$ cat src/rtl/spi_mem_reader.sv
// spi_mem_reader
//   Streams memory bytes out on a serial line, MSB first, starting at
//   address 0 and counting upward. This is the read-side counterpart of the
//   SPI memory writer. SCK edges arrive as one-clk strobes. One byte is
//   prefetched ahead so that the next byte is ready when the current byte's
//   last bit has been sampled.
//
// Ports
//   clk        : single clock; all state is updated on its rising edge
//   sync_reset : synchronous active-high reset; beats every other input
//   sel        : chip select; rising/falling are honoured only while it is high
//   rising     : SCK rising-edge strobe (the master samples so here)
//   falling    : SCK falling-edge strobe (so advances here)
//   reset_flag : transaction-start strobe; aborts and restarts from address 0
//   rd_data    : memory read data, valid one clk after the rd_en cycle
//   so         : serial data out (shreg[7])
//   rd_en      : one-clk memory read request
//   addr       : registered memory read address
//   byte_done  : one-clk strobe after the 8th honoured rising edge of a byte
//   underrun   : sticky; set when a byte load finds the prefetch buffer empty
module spi_mem_reader #(
  parameter int AW = 8
) (
  input  logic          clk,
  input  logic          sync_reset,
  input  logic          sel,
  input  logic          rising,
  input  logic          falling,
  input  logic          reset_flag,
  input  logic [7:0]    rd_data,
  output logic          so,
  output logic          rd_en,
  output logic [AW-1:0] addr,
  output logic          byte_done,
  output logic          underrun
);

  typedef enum logic [2:0] {
    S_IDLE, S_FETCH, S_WAIT, S_LOAD, S_STREAM
  } state_e;

  state_e        state_q, state_d;
  logic [7:0]    shreg_q, shreg_d;
  logic [7:0]    pbuf_q, pbuf_d;
  logic          pbuf_valid_q, pbuf_valid_d;
  logic [2:0]    bitcnt_q, bitcnt_d;
  logic          pending_q, pending_d;
  logic          first_q, first_d;      // next capture is the first byte of a transaction
  logic          ur_clr_q, ur_clr_d;    // clear underrun one cycle after reset_flag
  logic          rd_q, rd_d;            // a read was issued last cycle
  logic          underrun_q, underrun_d;
  logic          byte_done_q, byte_done_d;
  logic [AW-1:0] addr_q, addr_d;

  logic active, rise_ok, fall_ok, wrap, do_load, do_shift, capture;

  // SCK strobes are honoured outside IDLE while selected; rising wins a tie.
  assign active   = (state_q != S_IDLE);
  assign rise_ok  = active && sel && rising;
  assign fall_ok  = active && sel && falling && !rising;
  assign wrap     = rise_ok && (bitcnt_q == 3'd7);
  assign do_load  = fall_ok && pending_q;
  assign do_shift = fall_ok && !pending_q;
  // Data returning while a reset_flag restarts the transaction is dropped.
  assign capture  = (state_q == S_WAIT) && !reset_flag;

  // ---------------------------------------------------------------------
  // FSM: state register
  // ---------------------------------------------------------------------
  always_ff @(posedge clk) begin
    if (sync_reset) state_q <= S_IDLE;
    else            state_q <= state_d;
  end

  // ---------------------------------------------------------------------
  // FSM: next state
  // ---------------------------------------------------------------------
  always_comb begin
    state_d = state_q;
    if (reset_flag) begin
      state_d = S_FETCH;
    end else begin
      unique case (state_q)
        S_IDLE:   state_d = S_IDLE;
        // Hold in FETCH if a read went out last cycle (abort during FETCH),
        // so that no two reads are back to back.
        S_FETCH:  if (rd_en) state_d = S_WAIT;
        S_WAIT:   state_d = first_q ? S_LOAD : S_STREAM;
        S_LOAD:   state_d = S_FETCH;
        // A load during FETCH/WAIT rides on the read already in flight.
        S_STREAM: if (do_load) state_d = S_FETCH;
        default:  state_d = S_IDLE;
      endcase
    end
  end

  // ---------------------------------------------------------------------
  // FSM: outputs
  // ---------------------------------------------------------------------
  always_comb begin
    rd_en     = (state_q == S_FETCH) && !rd_q;
    so        = shreg_q[7];
    addr      = addr_q;
    byte_done = byte_done_q;
    underrun  = underrun_q;
  end

  // ---------------------------------------------------------------------
  // Datapath next state
  // ---------------------------------------------------------------------
  always_comb begin
    shreg_d      = shreg_q;
    pbuf_d       = pbuf_q;
    pbuf_valid_d = pbuf_valid_q;
    bitcnt_d     = bitcnt_q;
    pending_d    = pending_q;
    first_d      = first_q;
    ur_clr_d     = 1'b0;
    rd_d         = rd_en;
    underrun_d   = underrun_q;
    byte_done_d  = 1'b0;
    addr_d       = addr_q;

    if (reset_flag) begin
      addr_d       = '0;
      bitcnt_d     = '0;
      pbuf_valid_d = 1'b0;
      pending_d    = 1'b0;
      first_d      = 1'b1;
      ur_clr_d     = 1'b1;
    end else begin
      if (ur_clr_q) underrun_d = 1'b0;

      if (rise_ok) begin
        bitcnt_d = bitcnt_q + 3'd1;
        if (wrap) begin
          byte_done_d = 1'b1;
          pending_d   = 1'b1;
        end
      end else if (do_load) begin
        pending_d    = 1'b0;
        pbuf_valid_d = 1'b0;
        if (pbuf_valid_q) begin
          shreg_d = pbuf_q;
        end else begin
          shreg_d    = 8'h00;
          underrun_d = 1'b1;
        end
      end else if (do_shift) begin
        shreg_d = {shreg_q[6:0], 1'b0};
      end

      // Capture comes last: a byte landing in the same cycle as a load
      // refills the buffer for the next byte.
      if (capture) begin
        addr_d = addr_q + AW'(1);
        if (first_q) begin
          shreg_d = rd_data;
          first_d = 1'b0;
        end else begin
          pbuf_d       = rd_data;
          pbuf_valid_d = 1'b1;
        end
      end
    end
  end

  // ---------------------------------------------------------------------
  // Datapath registers
  // ---------------------------------------------------------------------
  always_ff @(posedge clk) begin
    if (sync_reset) begin
      shreg_q      <= '0;
      pbuf_q       <= '0;
      pbuf_valid_q <= 1'b0;
      bitcnt_q     <= '0;
      pending_q    <= 1'b0;
      first_q      <= 1'b0;
      ur_clr_q     <= 1'b0;
      rd_q         <= 1'b0;
      underrun_q   <= 1'b0;
      byte_done_q  <= 1'b0;
      addr_q       <= '0;
    end else begin
      shreg_q      <= shreg_d;
      pbuf_q       <= pbuf_d;
      pbuf_valid_q <= pbuf_valid_d;
      bitcnt_q     <= bitcnt_d;
      pending_q    <= pending_d;
      first_q      <= first_d;
      ur_clr_q     <= ur_clr_d;
      rd_q         <= rd_d;
      underrun_q   <= underrun_d;
      byte_done_q  <= byte_done_d;
      addr_q       <= addr_d;
    end
  end

endmodule
$ cat config.mk
export PLATFORM = sky130hd
export DESIGN_NAME = spi_mem_reader
export DESIGN_NICKNAME = d
export VERILOG_FILES = /design/src/rtl/spi_mem_reader.sv
export SDC_FILE = /design/constraint.sdc
export NUM_CORES = 1
export LEC_CHECK = 0
export BUFFER_PORTS_ARGS = -buffer_cell sky130_fd_sc_hd__buf_2
export CAP_MARGIN = 10
export CELL_PAD_IN_SITES_DETAIL_PLACEMENT = 1
export CELL_PAD_IN_SITES_GLOBAL_PLACEMENT = 2
export CORE_MARGIN = 2
export CORE_UTILIZATION = 35
export DETAILED_ROUTE_END_ITERATION = 10
export PLACE_DENSITY_LB_ADDON = 0.2
export SYNTH_ARGS = -nofsm -noshare
export SYNTH_HDL_FRONTEND = slang
export SYNTH_SLANG_ARGS = --single-unit
$ cat constraint.sdc
create_clock -name clk -period 3.6 [get_ports clk]
set_clock_uncertainty 0.05 [all_clocks]
set_input_delay 0.72 -clock clk [delete_from_list [all_inputs] [get_ports clk]]
set_output_delay 0.72 -clock clk [all_outputs]
set_load 0.02 [all_outputs]
==> results.md <==
- Status: finished, final reports clean
- Met2 GRT Util: 0.302
- Internal Power: ~0.00057 W
- Distinct cells, synth: 41
- Multi-input gate area: 882 um2
- FFs w/ async S/R, synth: 0
- Power Total: around 0.00076 W
- Synth Area in Compound Gates: 0.204
- Hold Path Depth: 2
- Clk pwr share: 0.373
- Filler cell count: 597
- Final hold viol count: 0
- Nets: 241
- Sw power: 0.000188 W
- First-pass GRT wire length: slightly above 7 mm
- Critical path endpoint category: output port
- Gr ovfl total: 0
- Comb pwr share: 0.068
- Via count: between 1,500 and 2,000
- Hold EP: pbuf_q[0]
- TritonCTS clock tree: yes
- P_leak: 0.759 nW
- Clk root buf: clkbuf_8
- CP Cell Sequence: nand2_1, nor2_1, buf_2
- RSZ-0062 raised after global routing: no
- Proportion of synthesized area in mux cells: 0.0174
- Sequential cell area: roughly 740 um2
- Drt total wl: between 4 and 5 mm
- Min-delay src: pbuf_q[0]
- Worst VDD drop: roughly 0.21 mV
- CTS HTree Levels: 2
- PD cells: 390 nW/um2
- Worst-Margin Slew: roughly 0.71 ns
- M1 GR Usage: 0.210
- Die extent in y: 74.3 um
- Tmin final: ~2.1 ns
- Final setup violation count: 0
- Worst EP arrival: approximately 1.3 ns
- Tightest Hold Check Type: reg2reg
- Gate Count Post-Synth: 206
- Worst setup SP type: flip-flop
- Via density: ~5.2
- Post-placement cell count: 284
- Hpwl dp: 2.99 mm
- Largest family of logic cells by synthesized area: simple AND/OR/NAND/NOR gates
- Post-Synthesis Mean Instance Area: 8.40 um2
- CTS Buf Count: 5
- Largest net degree at the start of global routing: 23
- Core area: between 4000 and 5000 um2
- Post-route clock period utilization: 0.582
- Num Clock Sinks: 37
- Fin. max-slew vios: 0
- Initial drt markers: 56
- Simple-Gate Fraction of Synth Area: 0.231
- Slowest cell on crit path: dfxtp_1
- Net Sw Frac: 0.247
- Layer with the highest usage: met2
- CP peak stage delay: just under 0.6 ns
- Row cnt: 25
- Gr usage total: 0.174
- Register area share after synthesis: 0.428
- Worst-path fanout max: 11
- YS warnings: 0
- Initial antenna violation count: 0
- Area grow syn2layout: 12.9%
- Pre-antenna DRT Iters: 4
- Clock-pin transition on the worst setup and hold timing paths: ~0.070 ns
- Yosys reg bits: 37
- Worst reg2reg path depth: 4
- Layout cells sized above 1: 0.200
- Clk buf depth: 2
- Worst rel slew slack: 0.525
- Ports: 26
- DRC viols: 0
- Fin Setup TNS: 0 ns
- Wire per inst: 14.8 um
- Required @ worst endpoint: 2.83 ns
- Remaining antenna violation count: 0
- Seq pwr share: 0.559
- Ys flop type: dfxtp_1
- Post-Synth XOR/XNOR Area: 0.0354
- CP Class: reg2out
- Startpoint of the worst register-to-register path: state_q[1]
- Setup Fix Bufs, Post-CTS: 0
- Clk Latency, worst-skew pair: between 0.2 and 0.3 ns
- Max-cap violations: 0
- # port buffers: 25
- Post-Layout Cell Count: 292
- Die area: roughly 5500 um2
- Highest clock rate: between 0.4 and 0.5 GHz
- Final Wtd Congestion: ~0.76
- Post-Synth Adder-Cell Area: 0.0217
- Reg2reg end: shreg_q[7]
- Number of flops mapped to enable cells by yosys: 0
- Hold_buf cts: 0
- Die width: 74.3 um
- Post-CTS sizing: 0
- Flop2flop setup slack: 1.71 ns
- Post-synth design cell area: 1730 um2
- Syn nets: 223
- Number of global-route vias before repair: 1,541
- Diode count: 0
- Initial core utilization: 0.364
- Met3 GRT Util: 0.0474
[placed cells by master (no fill, tap or decap), drive strengths merged]
| cell type | instances |
|---|---|
| nor3b | 2 |
| a22oi | 1 |
| o21ai | 11 |
| nand2b | 1 |
| xnor2 | 3 |
| or2 | 1 |
| nand2 | 19 |
| inv | 11 |
| nand4 | 3 |
| or3 | 3 |
| and3 | 1 |
| o31a | 1 |
| a21o | 1 |
| a21oi | 28 |
| o221a | 7 |
| clkbuf | 8 |
| xor2 | 4 |
| ha | 3 |
| nand3 | 3 |
| o21a | 2 |
| buf | 25 |
| nor2 | 28 |
| dfxtp | 37 |
| nor3 | 7 |
| or4b | 1 |
| a211oi | 3 |
| nand4b | 1 |
| mux2i | 3 |
| or3b | 1 |
| nor2b | 1 |
| nand3b | 1 |
| a31oi | 2 |
| nor4b | 1 |
| and3b | 1 |
[worst max path at each step]
stage / start / to / cells past startpoint
after floorplan: rising / shreg_q[2] / 4
final: state_q[0] / rd_en / 3
after global placement: reset_flag / addr[7] / 5
after detailed placement: reset_flag / addr[5] / 5
after global routing: state_q[0] / rd_en / 3
after CTS: state_q[0] / rd_en / 3
[state kept, by name, summed over array words and instances, names as in the netlist, 3 cells and up]
name and flops:
addr 8, pbuf_q 8, shreg_q 8, bitcnt_q 3
state_q 3
[area by class of cell]
| class | instances | share of cell area |
|---|---|---|
| multi-input combinational | 144 | 0.452 |
| sequential | 37 | 0.379 |
| timing repair buffer | 25 | 0.0641 |
| tap | 67 | 0.0429 |
| clock buffer | 8 | 0.0410 |
| inverter | 11 | 0.0211 |
[per-stage QoR]
step	util	area, um2	setup WS, ns	hold slack [ns]
final	0.411	1950	1.50	0.431
after global routing	0.411	1950	1.40	0.458
after CTS	0.411	1950	1.50	0.429
after detailed placement	0.394	1870	1.36	0.418
after global placement	0.394	1870	1.38	0.410
after floorplan	-	1730	1.72	0.400
[routing by layer]
metal / routed length, um / share of wire
met3: 143 / 0.033
met5: 0 / 0
met2: 2120 / 0.49
met1: 1990 / 0.46
met4: 55 / 0.013
[kinds of logic (layout without fill, tap and decap cells)]
kind of cell,after synthesis,count (layout)
adder cells (fa/ha/maj),3,3
flip-flops,37,37
XOR/XNOR,7,7
AO/OA/AOI/OAI,56,56
AND/OR/NAND/NOR,75,75
buffers and inverters,25,44
multiplexers,3,3
[worst max-delay path: cells and delay by family (launching register included)]
| kind | cells | cell delay (ns) |
|---|---|---|
| buffers and inverters | 1 | 0.17 |
| flip-flops | 1 | 0.58 |
| AND/OR/NAND/NOR | 2 | 0.28 |
[synthesized netlist by cell type (2+ instances only)]
cell       n  area (um2)
dfxtp_1   37         741
a21oi_1   28         140
nor2_1    26        97.6
nand2_1   19        71.3
o21ai_0   11        55.1
inv_1     10        37.5
clkbuf_1   9        33.8
nor3_1     7        35.0
o221a_2    6        67.6
xor2_1     4        35.0
a211oi_1   3        22.5
buf_4      3        22.5
ha_1       3        37.5
mux2i_1    3        30.0
nand3_1    3        15.0
nand4_1    3        18.8
xnor2_1    3        26.3
a31oi_1    2        12.5
buf_2      2        10.0
o21a_1     2        15.0
or3_1      2        12.5
[power groups by stage]
stage | logic (W) | registers [W] | clock network (W)
floorplan | 0.0000398 | 0.000429 | 0
global placement | 0.0000503 | 0.000435 | 0
detailed placement | 0.0000522 | 0.000435 | 0
CTS | 0.0000525 | 0.000426 | 0.000292
global route | 0.0000575 | 0.000427 | 0.000310
finish | 0.0000515 | 0.000426 | 0.000285
Note: power is estimated with default switching activity, not from simulation.
